==> src/rtl/multicycle_ctrl.sv <==
// Main control FSM for the multi-cycle RV32 core.
// Sequences FETCH/DECODE/EXEC/MEM/WB for R-type, I-type ALU, LW, SW and B-type instructions.
// It drives the datapath selects and the immediate format select.
// It owns the memory req/ready handshake, including a bounded wait.
// It traps on an illegal opcode/funct3 or on a bus timeout; the trap holds until reset.
module multicycle_ctrl #(
    parameter int unsigned MEM_TIMEOUT = 16
) (
    input  logic        clk,
    input  logic        reset,
    input  logic [31:0] instr,
    input  logic        mem_ready,
    input  logic        branch_taken,
    output logic        pc_write,
    output logic        pc_src,
    output logic        ir_write,
    output logic        iord,
    output logic        mem_req,
    output logic        mem_we,
    output logic [1:0]  imm_sel,
    output logic        alu_src_a,
    output logic [1:0]  alu_src_b,
    output logic [1:0]  alu_op,
    output logic        reg_write,
    output logic        mem_to_reg,
    output logic        instr_done,
    output logic        illegal_instr,
    output logic        bus_err
);

    localparam int unsigned CntW = $clog2(MEM_TIMEOUT + 1);
    localparam logic [CntW-1:0] WaitLast = CntW'(MEM_TIMEOUT - 1);

    localparam logic [6:0] OpImm    = 7'b0010011;
    localparam logic [6:0] OpLoad   = 7'b0000011;
    localparam logic [6:0] OpStore  = 7'b0100011;
    localparam logic [6:0] OpBranch = 7'b1100011;
    localparam logic [6:0] OpReg    = 7'b0110011;

    typedef enum logic [2:0] {
        StFetch  = 3'd0,
        StDecode = 3'd1,
        StExec   = 3'd2,
        StMem    = 3'd3,
        StWb     = 3'd4,
        StTrap   = 3'd5
    } state_e;

    state_e          state_q, state_d;
    logic [CntW-1:0] wait_q, wait_d;
    logic            illegal_q, illegal_d;
    logic            bus_err_q, bus_err_d;

    logic [6:0] opcode;
    logic [2:0] funct3;
    logic       is_r, is_i, is_lw, is_sw, is_b, legal;
    logic [1:0] imm_dec;
    logic       unused_instr_bits;

    assign opcode = instr[6:0];
    assign funct3 = instr[14:12];
    // The remaining IR fields belong to the datapath, not to control.
    assign unused_instr_bits = ^{instr[31:15], instr[11:7]};

    // Instruction class and immediate format decoded from the IR
    always_comb begin
        is_r    = (opcode == OpReg);
        is_i    = (opcode == OpImm);
        is_lw   = (opcode == OpLoad);
        is_sw   = (opcode == OpStore);
        is_b    = (opcode == OpBranch);
        // Only word-sized loads/stores are supported.
        legal   = is_r | is_i | is_b | ((is_lw | is_sw) & (funct3 == 3'b010));
        imm_dec = 2'b11;
        if (is_i || is_lw) begin
            imm_dec = 2'b00;
        end else if (is_sw) begin
            imm_dec = 2'b01;
        end else if (is_b) begin
            imm_dec = 2'b10;
        end
    end

    // Next state, memory wait counter and sticky trap causes
    always_comb begin
        state_d   = state_q;
        wait_d    = wait_q;
        illegal_d = illegal_q;
        bus_err_d = bus_err_q;
        unique case (state_q)
            StFetch, StMem: begin
                // A completing access always beats the timeout.
                if (mem_ready) begin
                    if (state_q == StFetch) begin
                        state_d = StDecode;
                    end else if (is_sw) begin
                        state_d = StFetch;
                    end else begin
                        state_d = StWb;
                    end
                end else if (wait_q == WaitLast) begin
                    state_d   = StTrap;
                    bus_err_d = 1'b1;
                end else begin
                    wait_d = wait_q + 1'b1;
                end
            end
            StDecode: begin
                if (legal) begin
                    state_d = StExec;
                end else begin
                    state_d   = StTrap;
                    illegal_d = 1'b1;
                end
            end
            StExec: begin
                if (is_b) begin
                    state_d = StFetch;
                end else if (is_lw || is_sw) begin
                    state_d = StMem;
                end else begin
                    state_d = StWb;
                end
            end
            StWb:    state_d = StFetch;
            StTrap:  state_d = StTrap;
            default: state_d = StTrap;
        endcase
        if (state_d != state_q) begin
            wait_d = '0;
        end
    end

    // State registers
    always_ff @(posedge clk or posedge reset) begin
        if (reset) begin
            state_q   <= StFetch;
            wait_q    <= '0;
            illegal_q <= 1'b0;
            bus_err_q <= 1'b0;
        end else begin
            state_q   <= state_d;
            wait_q    <= wait_d;
            illegal_q <= illegal_d;
            bus_err_q <= bus_err_d;
        end
    end

    // Datapath controls decoded from state; everything is forced low while reset is high
    always_comb begin
        pc_write      = 1'b0;
        pc_src        = 1'b0;
        ir_write      = 1'b0;
        iord          = 1'b0;
        mem_req       = 1'b0;
        mem_we        = 1'b0;
        imm_sel       = 2'b00;
        alu_src_a     = 1'b0;
        alu_src_b     = 2'b00;
        alu_op        = 2'b00;
        reg_write     = 1'b0;
        mem_to_reg    = 1'b0;
        instr_done    = 1'b0;
        illegal_instr = 1'b0;
        bus_err       = 1'b0;
        if (!reset) begin
            illegal_instr = illegal_q;
            bus_err       = bus_err_q;
            imm_sel       = imm_dec;
            unique case (state_q)
                StFetch: begin
                    imm_sel   = 2'b11;
                    mem_req   = 1'b1;
                    alu_src_b = 2'b01;
                    if (mem_ready) begin
                        ir_write = 1'b1;
                        pc_write = 1'b1;
                    end
                end
                StDecode: begin
                end
                StExec: begin
                    alu_src_a = 1'b1;
                    if (is_r) begin
                        alu_op = 2'b10;
                    end else if (is_i) begin
                        alu_src_b = 2'b10;
                        alu_op    = 2'b10;
                    end else if (is_lw || is_sw) begin
                        alu_src_b = 2'b10;
                    end else begin
                        alu_op     = 2'b01;
                        instr_done = 1'b1;
                        if (branch_taken) begin
                            pc_write = 1'b1;
                            pc_src   = 1'b1;
                        end
                    end
                end
                StMem: begin
                    // Address selects held from EXEC so the ALU output stays stable.
                    alu_src_a = 1'b1;
                    alu_src_b = 2'b10;
                    mem_req   = 1'b1;
                    iord      = 1'b1;
                    mem_we    = is_sw;
                    if (mem_ready && is_sw) begin
                        instr_done = 1'b1;
                    end
                end
                StWb: begin
                    reg_write  = 1'b1;
                    mem_to_reg = is_lw;
                    instr_done = 1'b1;
                end
                default: begin
                    imm_sel = 2'b11;
                end
            endcase
        end
    end

endmodule

==> config.mk <==
export PLATFORM = sky130hd
export DESIGN_NAME = multicycle_ctrl
export DESIGN_NICKNAME = d
export VERILOG_FILES = /design/src/rtl/multicycle_ctrl.sv
export SDC_FILE = /design/constraint.sdc
export NUM_CORES = 1
export LEC_CHECK = 0
export CORE_AREA = 5 5 56 58
export CTS_CLUSTER_SIZE = 24
export DETAILED_ROUTE_END_ITERATION = 16
export DIE_AREA = 0 0 61 63
export PLACE_DENSITY = 0.84
export SLEW_MARGIN = 20
export SYNTH_ARGS = -nofsm -noshare
export SYNTH_HDL_FRONTEND = slang
export SYNTH_SLANG_ARGS = --single-unit
==> constraint.sdc <==
create_clock -name clk -period 2.07 [get_ports clk]
set_clock_uncertainty 0.05 [all_clocks]
set_input_delay 0.207 -clock clk [delete_from_list [all_inputs] [get_ports clk]]
set_output_delay 0.207 -clock clk [all_outputs]
set_load 0.01 [all_outputs]
==> flow_metrics.env <==
export IMPL_status="finished clean"
export IMPL_fmax_mhz=495
export IMPL_die_h_um=63
export IMPL_grt_max_degree=12
export IMPL_wl_mm=3.00
export IMPL_clkTransAtPathRegs_ps=70
export IMPL_final_period_utilization_pct=97.6
export IMPL_drtIter0Drc=44
export IMPL_cts_tree="built"
export IMPL_syn_area_um2=942
export IMPL_seq_area_frac_synth_pct=26.6
export IMPL_clock_sinks=10
export IMPL_fill_cells=227
export IMPL_antennaDiodeCount=0
export IMPL_slew_headroom_pct=76.0
export IMPL_place_hpwl_mm=2.13
export IMPL_insertion_delay_ps=270
export IMPL_drc=0
export IMPL_start_util_pct=36.0
export IMPL_syn_inst=113
export IMPL_crit_arrival_ps=1760
export IMPL_yosys_warnings=0
export IMPL_synthFlopType="dfrtp_1"
export IMPL_setup_violations=0
export IMPL_syn_avg_cell_area_um2=8.34
export IMPL_rsz0062_at_grt="yes"
export IMPL_cts_buffers=3
export IMPL_power_density_mw_per_mm2=788
export IMPL_min_period_ps=2020
export IMPL_stdcell_area_mm2=0.00159
export IMPL_overflow=0
export IMPL_reg2regPathDepth=8
export IMPL_postPlaceCellArea_mm2=0.00141
export IMPL_multi_input_area_um2=728
export IMPL_crit_type="register to output pin"
export IMPL_critPathLaunchType="register"
export IMPL_synth_edf_count=0
export IMPL_power_leakage_nw=0.728
export IMPL_ys_types=43
export IMPL_antenna_found_initial=0
export IMPL_grt_pass1_wl_mm=4.46
export IMPL_ys_ff_latch=10
export IMPL_fp_dieArea_mm2=0.00384
export IMPL_register_area_um2=254
export IMPL_r2r_end="wait_q[4]$_DFFE_PP0P_"
export IMPL_track_usage_pct=14.8
export IMPL_holdWs_ps=50.8
export IMPL_hold_viol=0
export IMPL_route_vias_total=1037
export IMPL_routedWlPerCell_um=15.1
export IMPL_drt_pre_antenna_iters=4
export IMPL_viasPerCell=5.21
export IMPL_reg2reg_from="wait_q[1]$_DFFE_PP0P_"
export IMPL_required_ps=1810
export IMPL_maxCapViolations=0
export IMPL_total_power_mw=1.26
export IMPL_hp_class="primary input to asynchronous set/reset pin"
export IMPL_setup_tns_ps=0
export IMPL_clockBufferDepth=2
export IMPL_r2r_slack_ps=120
export IMPL_cp_end_kind="output pin"
export IMPL_detail_route_antenna_nets=0
export IMPL_area_delta_synth_final_pct=69.2
export IMPL_cts_htree_levels=1
export IMPL_grt_pass1_vias=1033
export IMPL_port_buffers=31
export IMPL_tightest_slew_ps=359
export IMPL_cts_root_buffer="clkbuf_4"
export IMPL_coreArea_mm2=0.00262
export IMPL_synthArstFlopShare_pct=100
export IMPL_ios=54
export IMPL_cts_hold_buf=0
export IMPL_drv_slew=0
export IMPL_die_x_um=61
export IMPL_vdd_ir_drop_worst_uv=566
export IMPL_row_count=19
export IMPL_layout_drive_gt1_share_pct=35.7
export IMPL_finalWeightedCongestion=0.872
export IMPL_cp_max_fo=6
export IMPL_nets=207
export IMPL_syn_nets=151
flip-flops by register name (all words and copies together) (netlist names):
name / flops
wait_q: 5
state_q: 3
illegal_q: 1
bus_err_q: 1
through the flow:
stage / instances / setup slack, ps / utilization (%)
finish: 199 / 50.0 / 61.0
global route: 199 / -55.8 / 61.0
CTS: 193 / 2.91 / 56.7
detailed placement: 188 / -153 / 54.0
global placement: 188 / -132 / 54.0
floorplan: 113 / 152 / -
timing repair:
action	in CTS	in global routing
setup endpoints to repair	16	11
gates resized for setup	20	14
hold endpoints to repair	0	0
buffers inserted	1	6
pin swaps	0	5
routing by layer:
metal,GRT usage (%),up-vias,wire length (um),share of wire (%)
li1,-,514,-,-
met1,17.5,470,1200,40
met2,26.1,44,1490,50
met3,1.65,9,235,7.8
met4,5.69,0,77,2.6
met5,0,-,0,0
where the power goes:
part	leakage (nW)	internal, mW	switching (mW)	total [mW]
clock	0.0210	0.107	0.0740	0.181
combinational	0.581	0.394	0.382	0.775
sequential	0.126	0.237	0.0625	0.299
total	0.728	0.738	0.518	1.26
cell families after synthesis:
kind of cell | Yosys count | synth area share (%)
buf+inv | 13 | 6.37
fa+ha+maj | 2 | 2.66
xor+xnor | 4 | 5.71
flops | 10 | 26.6
compound gates | 22 | 15.7
simple gates | 61 | 42.0
mux | 1 | 1.06
placed cells by master (no fill, tap or decap), types with 2 or more instances in the layout:
cell,instances
nor2_4,2
clkbuf_4,3
clkdlybuf4s50_1,19
inv_1,4
dlymetal6s2s_1,3
dfrtp_2,3
o22ai_1,2
nor2_1,10
and2_1,2
nor3_2,2
o21ai_0,3
nor3_1,5
nor2b_1,5
nor4_4,2
dlygate4sd2_1,9
nor3b_2,3
xor2_1,2
nor3b_1,2
nand3_1,4
nand2_1,8
dfrtp_1,7
a21oi_1,5
nand2b_1,4
buf_4,28
how the worst max path moves through the flow:
stage                                      from               endpoint  slack [ps]  cells past startpoint
after floorplan           wait_q[0]$_DFFE_PP0P_  wait_q[4]$_DFFE_PP0P_         150                      7
after global placement                 instr[2]             mem_to_reg        -130                      5
after detailed placement               instr[1]           alu_src_b[1]        -150                      6
after CTS                  state_q[1]$_DFF_PP0_              reg_write           3                      5
after global routing       state_q[1]$_DFF_PP0_                 mem_we         -60                      4
final                      state_q[1]$_DFF_PP0_                 mem_we          50                      4
cell type report:
class                      count  area share, %
timing repair buffer          60           32.7
multi-input combinational     90           45.7
inverter                       4          0.942
sequential                    10           15.9
clock buffer                   4           2.28
tap                           31           2.43
worst max-delay path, stage by stage (launching register included):
cell and delay, ps:
dfrtp_2 450, nor3b_2 220, and2_1 160, nor2b_1 120, clkdlybuf4s50_1 540
Yosys cell counts, types with 2 or more instances:
cell | instances | share of area, %
xor2_1 | 2 | 1.9
nand2b_1 | 4 | 2.7
nor3_1 | 7 | 3.7
and2_1 | 2 | 1.3
a21oi_1 | 6 | 3.2
inv_1 | 4 | 1.6
o22ai_1 | 3 | 2.0
buf_4 | 3 | 2.4
nand3_1 | 4 | 2.1
clkbuf_1 | 5 | 2.0
ha_1 | 2 | 2.7
nor3b_1 | 4 | 3.2
o21ai_0 | 3 | 1.6
nor2_1 | 13 | 5.2
dfrtp_1 | 10 | 27
nor4_4 | 2 | 4.5
nor2b_1 | 6 | 4.0
nand2_1 | 8 | 3.2
Note: power is estimated with default switching activity, not from simulation.
